**src/rtl/intr_ctrl.sv**
```systemverilog
// Interrupt cause/mask/moderation controller; reads return 1 cycle after reg_rd, intr_request is registered.
// No backpressure: every register strobe and source pulse is accepted the cycle it is presented.
module intr_ctrl #(
  parameter int NUM_SRC  = 16,
  parameter int ITR_UNIT = 256
) (
  input  logic               aclk,
  input  logic               aresetn,
  input  logic [NUM_SRC-1:0] intr_src,
  input  logic [2:0]         reg_addr,
  input  logic               reg_wr,
  input  logic [31:0]        reg_wdata,
  input  logic               reg_rd,
  output logic [31:0]        reg_rdata,
  output logic               reg_rvalid,
  output logic               intr_request
);

  localparam int PW = $clog2(ITR_UNIT);

  localparam logic [2:0] A_ICR = 3'd0;
  localparam logic [2:0] A_ICS = 3'd1;
  localparam logic [2:0] A_IMS = 3'd2;
  localparam logic [2:0] A_IMC = 3'd3;
  localparam logic [2:0] A_ITR = 3'd4;

  logic [NUM_SRC-1:0] pending, pending_nxt, mask, mask_nxt, set_v, clr_v;
  logic [15:0]        itr, thr_cnt;
  logic [PW-1:0]      presc;
  logic [31:0]        rd_mux;
  logic               active, irq_nxt, irq_fall;
  logic               wr_icr, wr_ics, wr_ims, wr_imc, wr_itr, rd_icr;
  logic               unused_wdata;

  assign unused_wdata = ^reg_wdata;

  assign wr_icr = reg_wr && (reg_addr == A_ICR);
  assign wr_ics = reg_wr && (reg_addr == A_ICS);
  assign wr_ims = reg_wr && (reg_addr == A_IMS);
  assign wr_imc = reg_wr && (reg_addr == A_IMC);
  assign wr_itr = reg_wr && (reg_addr == A_ITR);
  assign rd_icr = reg_rd && (reg_addr == A_ICR);

  // New causes always beat a same-cycle clear, so a read-to-clear never loses an event.
  always_comb begin
    set_v = intr_src;
    if (wr_ics) set_v = set_v | reg_wdata[NUM_SRC-1:0];
    clr_v = '0;
    if (wr_icr) clr_v = reg_wdata[NUM_SRC-1:0];
    if (rd_icr) clr_v = '1;
    pending_nxt = set_v | (pending & ~clr_v);

    mask_nxt = mask;
    if (wr_ims)      mask_nxt = mask | reg_wdata[NUM_SRC-1:0];
    else if (wr_imc) mask_nxt = mask & ~reg_wdata[NUM_SRC-1:0];
  end

  always_comb begin
    rd_mux = '0;
    case (reg_addr)
      A_ICR:   rd_mux[NUM_SRC-1:0] = pending;
      A_IMS:   rd_mux[NUM_SRC-1:0] = mask;
      A_ITR:   rd_mux[15:0]        = itr;
      default: rd_mux = '0;
    endcase
  end

  assign active   = |(pending & mask);
  assign irq_nxt  = intr_request ? active : (active && (thr_cnt == 16'd0));
  assign irq_fall = intr_request && !irq_nxt;

  always_ff @(posedge aclk or negedge aresetn) begin
    if (!aresetn) begin
      pending      <= '0;
      mask         <= '0;
      itr          <= '0;
      reg_rdata    <= '0;
      reg_rvalid   <= 1'b0;
      intr_request <= 1'b0;
    end else begin
      pending      <= pending_nxt;
      mask         <= mask_nxt;
      if (wr_itr) itr <= reg_wdata[15:0];
      reg_rdata    <= reg_rd ? rd_mux : 32'd0;
      reg_rvalid   <= reg_rd;
      intr_request <= irq_nxt;
    end
  end

  // The hold-off window restarts on every deassertion, using the itr value live at that moment.
  always_ff @(posedge aclk or negedge aresetn) begin
    if (!aresetn) begin
      thr_cnt <= '0;
      presc   <= '0;
    end else if (irq_fall) begin
      thr_cnt <= itr;
      presc   <= '0;
    end else if (thr_cnt != 16'd0) begin
      if (presc == PW'(ITR_UNIT - 1)) begin
        presc   <= '0;
        thr_cnt <= thr_cnt - 16'd1;
      end else begin
        presc <= presc + PW'(1);
      end
    end
  end

endmodule

```
**config.mk**
```make
export PLATFORM = sky130hd
export DESIGN_NAME = intr_ctrl
export DESIGN_NICKNAME = d
export VERILOG_FILES = /design/src/rtl/intr_ctrl.sv
export SDC_FILE = /design/constraint.sdc
export NUM_CORES = 1
export LEC_CHECK = 0
export ABC_AREA = 1
export BUFFER_PORTS_ARGS = -buffer_cell sky130_fd_sc_hd__buf_2
export CAP_MARGIN = 20
export CORE_MARGIN = 2
export CORE_UTILIZATION = 58
export CTS_BUF_LIST = sky130_fd_sc_hd__clkbuf_2 sky130_fd_sc_hd__clkbuf_4 sky130_fd_sc_hd__clkbuf_8
export DETAILED_ROUTE_END_ITERATION = 6
export HOLD_SLACK_MARGIN = 0.06
export PLACE_DENSITY = 0.94
export SYNTH_ARGS = -nofsm -noshare
export SYNTH_HDL_FRONTEND = slang
export SYNTH_SLANG_ARGS = --single-unit
```
**constraint.sdc**
```tcl
create_clock -name aclk -period 1.9 [get_ports aclk]
set_clock_uncertainty 0.05 [all_clocks]
set_input_delay 0.285 -clock aclk [delete_from_list [all_inputs] [get_ports aclk]]
set_output_delay 0.285 -clock aclk [all_outputs]
set_load 0.02 [all_outputs]
```
# Word-level counts from Yosys, hierarchy flattened

Cells that the tools add are included.

Bits in registers: 90
Input port bits: 55
Output and inout bits: 34
Word-level logic and storage cells: 54

Add/sub/neg operators: 2
Equal/unequal tests: 5
Mux-type cells: 14
Bitwise gates (word level): 8
Reduce and logical (&&, ||, !) cells: 17

Operators by type and width:

| cell                                               | count |
|---|---|
| two-way mux 16 bit                                 | 9 |
| AND 16 bit                                         | 3 |
| bitwise OR 16 bit                                  | 3 |
| case mux 16 bit (3 select lines)                   | 1 |
| inverter 16 bit                                    | 2 |
| two-way mux 8 bit                                  | 3 |
| logical NOT 16 bit                                 | 1 |
| nonzero test 16 bit                                | 1 |
| OR reduction 16 bit                                | 1 |
| subtractor 16 x 1 -> 16 bit, second input constant | 1 |
| adder 8 x 1 -> 8 bit, second input constant        | 1 |
| == test 8 bit, second input constant               | 1 |
| logical AND 1 bit                                  | 8 |
| == test 3 x 2 -> 1 bit, second input constant      | 2 |
| nonzero test 2 bit                                 | 3 |
| == test 3 x 1 -> 1 bit, second input constant      | 1 |
| == test 3 bit, second input constant               | 1 |
| logical NOT 3 bit                                  | 1 |
| AND reduction 2 bit                                | 1 |
| logical NOT 1 bit                                  | 1 |
| two-way mux 1 bit                                  | 1 |

# Depth between registers and ports, before layout

Gate-level depths: netlist (run 1).

Word-level depth: 8
Gate-level depth with buffers: 11

# Worst setup path before layout (run 1)

Ideal clock, no wire load.

Kind: reg-to-reg
Start: register thr_cnt[0]
End: register presc[4]
Data arrival time: 1.523 ns
Data required time: 1.732 ns
Slack: 0.209 ns
Cell stages (with the launch flop): 9
Buffers on the path: 0
Period minus slack after synthesis: 1.691 ns
Path through: dfrtp_1 -> inv_1 -> ha_1 -> nand3_4 -> nor2_1 -> nor3b_4 -> nand2_2 -> nand3b_1 -> nand2_1

Cells in the longest elaborated chain, start to end: 6

Ends and longest elaborated chain:

| item                                                    | line | RTL |
|---|---|---|
| start: declaration                                      | 28   | `logic [15:0] itr, thr_cnt;` |
| start signal: assignment                                | 96   | `thr_cnt <= itr;` |
| start signal: assignment                                | 101  | `thr_cnt <= thr_cnt - 16'd1;` |
| logical NOT 16 bit                                      | 69   | `assign irq_nxt = intr_request ? active : (active && (thr_cnt == 16'd0));` |
| logical AND 1 bit                                       | 69   |  |
| two-way mux 1 bit                                       | 69   |  |
| logical NOT 1 bit                                       | 70   | `assign irq_fall = intr_request && !irq_nxt;` |
| logical AND 1 bit                                       | 70   |  |
| two-way mux 8 bit or nonzero test 2 bit (tied branches) | --   |  |
| end signal: assignment                                  | 103  | `presc <= presc + PW'(1);` |
| end: declaration                                        | 29   | `logic [PW-1:0] presc;` |

Parallel ways exist; a longest one is shown, timed or not.
A chain may end at the register's enable or synchronous reset.

# Worst setup path after layout (run 1)

Start: register thr_cnt[0]
End: register thr_cnt[15]

Cells in the longest elaborated chain, start to end: 7

Ends and longest elaborated chain:

| item |
|---|
| parallel branches: the longest is 7 deep, another holds subtractor 16 x 1 -> 16 bit |

Parallel ways; which one is timed is not known. The select of a mux whose other input is x is not followed.

==> impl_results.md, run 1 <==
* Die ar. at approximately 9200 um2
* Die boundary height at 95.89 um
* Fraction of post-synthesis cell area in the top cell type by area at 45.99%
* Cell area power density at 1168 nW/um2
* Initial Util at between 50% and 60%
* Total detailed-routing wirelength at 11840 um
* Pin count of the biggest net entering global routing at 41
* Overall Global Routing Usage at 27.91%
* Antenna violations before repair at 0
* H-Tree Level Count at 3
* Required time at the endpoint of the critical path at 2.10 ns
* Routability-driven placement congestion ratio at 0.8910
* Path type of the worst min-delay path: in2reg
* Largest fanout on the critical path at 12
* Met1 layer usage reported by global route at 34.47%
* Setup-failing EPs final at 0
* Clk slew on worst S/H paths at 0.10 ns
* Max-slew headroom at the worst pin at 60.25%
* Post-layout nets at 775
* Proportion of layout cells with a drive suffix above 1 at roughly 16%
* Crit path kind: reg2reg
* Number of port buffers at 56
* Leakage at 3.096 nW
* Clock tree from TritonCTS: built
* Leading cell type in the layout, fill and taps excluded: sky130_fd_sc_hd__nand2_1
* CTS Buf Count at 9
* Clock sink total at 90
* Average routed wire per standard cell at around 14 um
* Minimum period implied by the final worst setup slack at approximately 1.8 ns
* Vias after detailed routing at 4563
* Worst path arrival time at 1.97 ns
* Kind of start point of the critical path: flip-flop
* Minimum hold slack at 0.08151 ns
* RSZ-0062 raised after global routing: yes
* Number of maximum-capacitance constraint violations at 0
* Measured slew at the worst slew-check pin at 0.5948 ns
* Average via count per standard cell at 5.511
* Detailed-routing iteration count for the pre-antenna-repair pass at 6
* Via count of the first global-routing pass at 4415
* Mapped Area at 4897 um2
* Clk root buf: sky130_fd_sc_hd__clkbuf_8
* Global route overflow at 0
* IR Drop Worst-Case VDD at 560.3 uV
* Clock insertion delay at the later pin of the skew report at 0.36 ns
* Number of synthesis warnings at 0
* Number of top-level design ports at between 80 and 90
* Post-layout utilization of the core at 67.00%
* Fin crit share at 93.26%
* Unique cell type count in the Yosys netlist at 32
* Global-route wire length before repair at around 20000 um
* Cell count after synthesis at 653
* Endpoint kind of the worst setup timing path: flip-flop
* Post-route DRC violation count at 0
* Routing usage on met2 at 45.86%
* Maximum clock frequency at 564.3 MHz
* Status: finished clean
* Standard-cell rows at 33
* Slew Limit Fails at 0
* Mean area per synthesized cell at 7.500 um2
* Cell types with the largest area share after synthesis: sky130_fd_sc_hd__dfrtp_1, sky130_fd_sc_hd__nand2_1, sky130_fd_sc_hd__nand3_1
* Most used cells in the layout excluding fill and tap cells: sky130_fd_sc_hd__nand2_1, sky130_fd_sc_hd__dfrtp_1, sky130_fd_sc_hd__inv_1
* Post-detailed-route count of antenna-violating nets at 0
* P&R area growth vs syn at 12.42%
* Area of the placeable core at between 8000 and 9000 um2
* Antenna diode count at 0
* Synth Register Bits at 90
* Die width at 95.89 um
* Largest area contributor in the netlist: sky130_fd_sc_hd__dfrtp_1
* Number of design-rule violations left by the first detailed-router iteration at 400
* Share of the yosys chip area belonging to registers at between 40% and 50%
* Most crowded layer after global routing: met2
* Worst-case clock buffer depth at 2
* Hold Fails Final Rpt at 0
* DP Wirelength at 8414 um
* Met3 capacity usage during global routing at 4.464%
==> per-layer routing <==
metal  share of wire (%)  vias up
li1                    -     2159
met1                  39     2104
met4                 4.5        0
met5                   0        -
met2                  50      249
met3                 7.3       51
==> Yosys cell counts, drive strengths merged <==
library cell and number:
ha 2, dfrtp 90, a21oi 1, o211ai 23, o21ai 48, nor2 38
nand4 3, nor3b 1, nor3 2, o22ai 1, clkbuf 10, nand2 242
xor2 8, nand3b 2, xnor2 3, conb 1, inv 83, buf 27
nand3 68
==> stage by stage <==
step / instances / power, mW / worst slack (ns) / setup TNS, ns / cell area [um2]
6_report: 828 / 6.428 / 0.1280 / 0 / 5505
5_1_grt: 828 / 6.931 / -0.001826 / -0.003404 / 5505
4_1_cts: 826 / 6.349 / 0.04209 / 0 / 5485
3_5_place_dp: 809 / 5.091 / 0.06798 / 0 / 5294
3_3_place_gp: 809 / 4.946 / 0.1756 / 0 / 5294
2_1_floorplan: 668 / 4.530 / 0.2092 / 0 / 4954
==> where the power goes <==
group	internal, mW	switching [mW]	leakage (nW)
clock network	0.507	0.724	0.0922
registers	2.31	0.420	1.10
logic	0.928	1.54	1.90
==> worst max-delay path, stage by stage, from the launching register on <==
cell                      delay (ns)
sky130_fd_sc_hd__dfrtp_1        0.41
sky130_fd_sc_hd__inv_1          0.11
sky130_fd_sc_hd__ha_2           0.23
sky130_fd_sc_hd__nand3_4        0.14
sky130_fd_sc_hd__nor2_8         0.16
sky130_fd_sc_hd__nand4_4        0.08
sky130_fd_sc_hd__nand2_2        0.09
sky130_fd_sc_hd__nand2_4        0.10
sky130_fd_sc_hd__buf_12         0.16
sky130_fd_sc_hd__nand3_1        0.08
sky130_fd_sc_hd__nand2_1        0.05
==> logic make-up (layout without fill, tap and decap cells) <==
group	after synthesis	after routing	synth area share (%)
AO/OA/AOI/OAI	73	73	8.661
XOR/XNOR	11	11	1.967
adder cells (fa/ha/maj)	2	2	0.5109
buffers and inverters	120	175	11.04
flip-flops	90	90	45.99
other	1	16	0.07657
AND/OR/NAND/NOR	356	356	31.76
==> final timing paths <==
path / endpoint / startpoint / slack (ns) / depth (start not counted)
setup / recovery: thr_cnt[15]$_DFFE_PN0P_ / thr_cnt[0]$_DFFE_PN0P_ / 0.13 / 10
hold / removal: pending[5]$_DFF_PN0_ / intr_src[5] / 0.08 / 3
setup reg to reg: thr_cnt[15]$_DFFE_PN0P_ / thr_cnt[0]$_DFFE_PN0P_ / 0.13 / 10
hold reg to reg: itr[4]$_DFFE_PN0P_ / itr[4]$_DFFE_PN0P_ / 0.47 / 2
max in group asynchronous: asynchronous set/reset pin / aresetn / 0.80 / 3
min in group asynchronous: reg_rdata[2]$_DFF_PN0_ / aresetn / 0.33 / 2
==> timing repair <==
action / CTS / global route
hold buffers: 1 / 0
endpoints found under the hold margin: 24 / 0
setup buffers: 0 / 2
gates resized for setup: 0 / 2
endpoints found under the setup margin: 0 / 21
==> layout make-up <==
type | instances | area [um2]
clock buffer | 10 | 131.4
clock inverter | 6 | 50.05
fill | 621 | 2711
inverter | 83 | 314.1
multi-input combinational | 458 | 2166
sequential | 90 | 2252
tap | 105 | 131.4
timing repair buffer | 76 | 460.4
Note: power is estimated with default switching activity, not from simulation.
==> inputs of run 2 (changes only) <==
==> constraint.sdc (replaced) <==
create_clock -name aclk -period 1.9 [get_ports aclk]
set_clock_uncertainty 0.05 [all_clocks]
set_input_delay 0.285 -clock aclk [delete_from_list [all_inputs] [get_ports aclk]]
set_output_delay 0.285 -clock aclk [all_outputs]
set_load 0.01 [all_outputs]
==> run 2 against run 1 <==
Compared with the run above:
- first-iteration DRC count is 18% lower
- cell count is 0.48% lower
- count of clock-buffer cells in the layout stayed put
- routed wire length is 1.4% lower
- clock power is 16% higher
- via count is 3.2% lower
- flip-flop and latch count stayed put
- fmax is 0.15% higher
- register-to-register slack hardly changed
- critical path type unchanged
- critical endpoint unchanged
- highest routed layer unchanged
==> impl_results.md, run 2 (synthesized netlist as in run 1, its figures left out) <==
* Initial Util at 59.60%
* Path depth of the worst reg2reg path at 10
* Post-layout nets at 773
* Cell area power density at 1181 nW/um2
* Hold Fails Final Rpt at 0
* Path type of the worst min-delay path: in2reg
* IR Drop Worst-Case VDD at about 500 uV
* Antenna violations before repair at 0
* Net switching power figure at ~2.6 mW
* Total detailed-routing wirelength at 11670 um
* Average via count per standard cell at approximately 5.4
* Fin crit share at between 90% and 100%
* Number of maximum-capacitance constraint violations at 0
* Global-route wire length before repair at approximately 20000 um
* Kind of start point of the critical path: flip-flop
* Number of port buffers at 56
* Reg2Reg Setup Slack at 0.13 ns
* Die boundary height at 95.89 um
* Hold_sp: intr_src[10]
* Global route overflow at 0
* Minimum period implied by the final worst setup slack at 1.769 ns
* Terminus of the critical flop-to-flop path: thr_cnt[15]$_DFFE_PN0P_
* Clock tree from TritonCTS: built
* Clk pwr share at 21.9%
* Worst-case clock buffer depth at 2
* Antenna diode count at 0
* Post-CTS Setup Bufs at 0
* Largest fanout on the critical path at 12
* Count of filler cells inserted in the layout at 638
* Vias after detailed routing at ~4400
* Crit path kind: reg2reg
* Pin count of the biggest net entering global routing at 41
* H-Tree Level Count at 3
* Worst reg2reg path startpoint: thr_cnt[0]$_DFFE_PN0P_
* Status: finished clean
* DP Wirelength at 8264 um
* Sum of negative setup slack at 0 ns
* Average routed wire per standard cell at 14.16 um
* Via count of the first global-routing pass at 4326
* Number of top-level design ports at 89
* Measured slew at the worst slew-check pin at 0.6058 ns
* Total power at ~6.5 mW
* Routability-driven placement congestion ratio at 0.8985
* CTS Buf Count at 9
* Maximum clock frequency at 565.2 MHz
* Detailed-routing iteration count for the pre-antenna-repair pass at 5
* Proportion of layout cells with a drive suffix above 1 at about 15%
* Hold EP: pending[10]$_DFF_PN0_
* Startpoint of the most critical setup path: thr_cnt[0]$_DFFE_PN0P_
* Combined area of the multi-input logic cells at about 2200 um2
* Leading cell type in the layout, fill and taps excluded: sky130_fd_sc_hd__nand2_1
* Clock insertion delay at the later pin of the skew report at 0.36 ns
* Slew Limit Fails at 0
* Setup-failing EPs final at 0
* Register share of total power at 41.9%
* Clock sink total at 90
* Required time at the endpoint of the critical path at 2.10 ns
* Clk root buf: sky130_fd_sc_hd__clkbuf_8
* Post-route DRC violation count at 0
* Switching power as a share of total power at 39.16%
* Die ar. at 9195 um2
* Max-slew headroom at the worst pin at 59.51%
* Endpoint kind of the worst setup timing path: flip-flop
* Register cell area after layout at 2252 um2
* Clk slew on worst S/H paths at 0.09 ns
* Most used cells in the layout excluding fill and tap cells: sky130_fd_sc_hd__nand2_1, sky130_fd_sc_hd__dfrtp_1, sky130_fd_sc_hd__inv_1
* Cell internal power dissipation at around 4.0 mW
* P&R area growth vs syn at 12.75%
* Hold-critical path depth at 3
* RSZ-0062 raised after global routing: yes
* Worst path arrival time at roughly 2.0 ns
* Leakage at ~3.1 nW
* Standard-cell rows at 33
* Overall Global Routing Usage at between 20% and 30%
* Post-detailed-route count of antenna-violating nets at 0
* Combinational share of power at 36.3%
* Die width at 95.89 um
* Area of the placeable core at 8217 um2
* Number of design-rule violations left by the first detailed-router iteration at about 330
==> run 2: how the worst max path moves through the flow <==
stage	to	slack (ns)	cells after the start
after global routing	thr_cnt[13]$_DFFE_PN0P_	-0.003	10
final	thr_cnt[15]$_DFFE_PN0P_	0.13	10
after floorplan	presc[4]$_DFFE_PN0P_	0.21	8
after detailed placement	presc[7]$_DFFE_PN0P_	0.11	8
after CTS	presc[7]$_DFFE_PN0P_	0.1	8
after global placement	presc[7]$_DFFE_PN0P_	0.17	8
==> run 2: power groups by stage <==
stage,sequential (mW),combinational [mW],clock [mW]
5_1_grt,2.78,2.72,1.53
4_1_cts,2.72,2.35,1.44
2_1_floorplan,2.65,1.85,0
6_report,2.73,2.37,1.43
3_3_place_gp,2.71,2.20,0
3_5_place_dp,2.74,2.31,0
==> run 2: final cells by class <==
| cell class | instances | area share [%] |
|---|---|---|
| Clock buffer | 10 | 2.493 |
| Clock inverter | 4 | 1.405 |
| Inverter | 83 | 5.688 |
| Multi-Input combinational cell | 458 | 39.18 |
| Sequential cell | 90 | 40.79 |
| Tap cell | 105 | 2.379 |
| Timing Repair Buffer | 74 | 8.067 |
==> run 2: repair_timing <==
action | 4_1_cts | 5_1_grt
endpoints found under the hold margin | 24 | 0
endpoints found under the setup margin | 0 | 3
hold buffers | 1 | 0
resized for setup | 0 | 1
==> run 2: layer usage <==
metal | wire (um) | part of all wire (%) | GRT usage [%]
met5 | 0 | 0 | 0
met2 | 5977 | 51 | 48.95
met3 | 650 | 5.6 | 4.150
met1 | 4708 | 40 | 34.21
met4 | 333 | 2.9 | 12.62
==> run 2: worst max-delay path, cell delays in order, from the launching register on <==
cell,delay (ns)
sky130_fd_sc_hd__dfrtp_1,0.40
sky130_fd_sc_hd__inv_1,0.10
sky130_fd_sc_hd__ha_1,0.25
sky130_fd_sc_hd__nand3_4,0.15
sky130_fd_sc_hd__nor2_8,0.16
sky130_fd_sc_hd__nand4_4,0.10
sky130_fd_sc_hd__nand2_2,0.09
sky130_fd_sc_hd__nand2_4,0.09
sky130_fd_sc_hd__buf_12,0.16
sky130_fd_sc_hd__nand3_1,0.06
sky130_fd_sc_hd__nand2_1,0.05
==> run 2: metrics by stage <==
step	cells	cell area [um2]	setup WS (ns)	hold WS (ns)	utilization, %
after floorplan	668	4954	0.2092	-0.06059	-
after global placement	809	5294	0.1721	0.1705	64.43
after detailed placement	809	5294	0.1098	0.1739	64.43
after CTS	824	5519	0.09732	0.07502	67.17
after global routing	824	5522	-0.002674	0.07047	67.20
final	824	5522	0.1307	0.08075	67.20
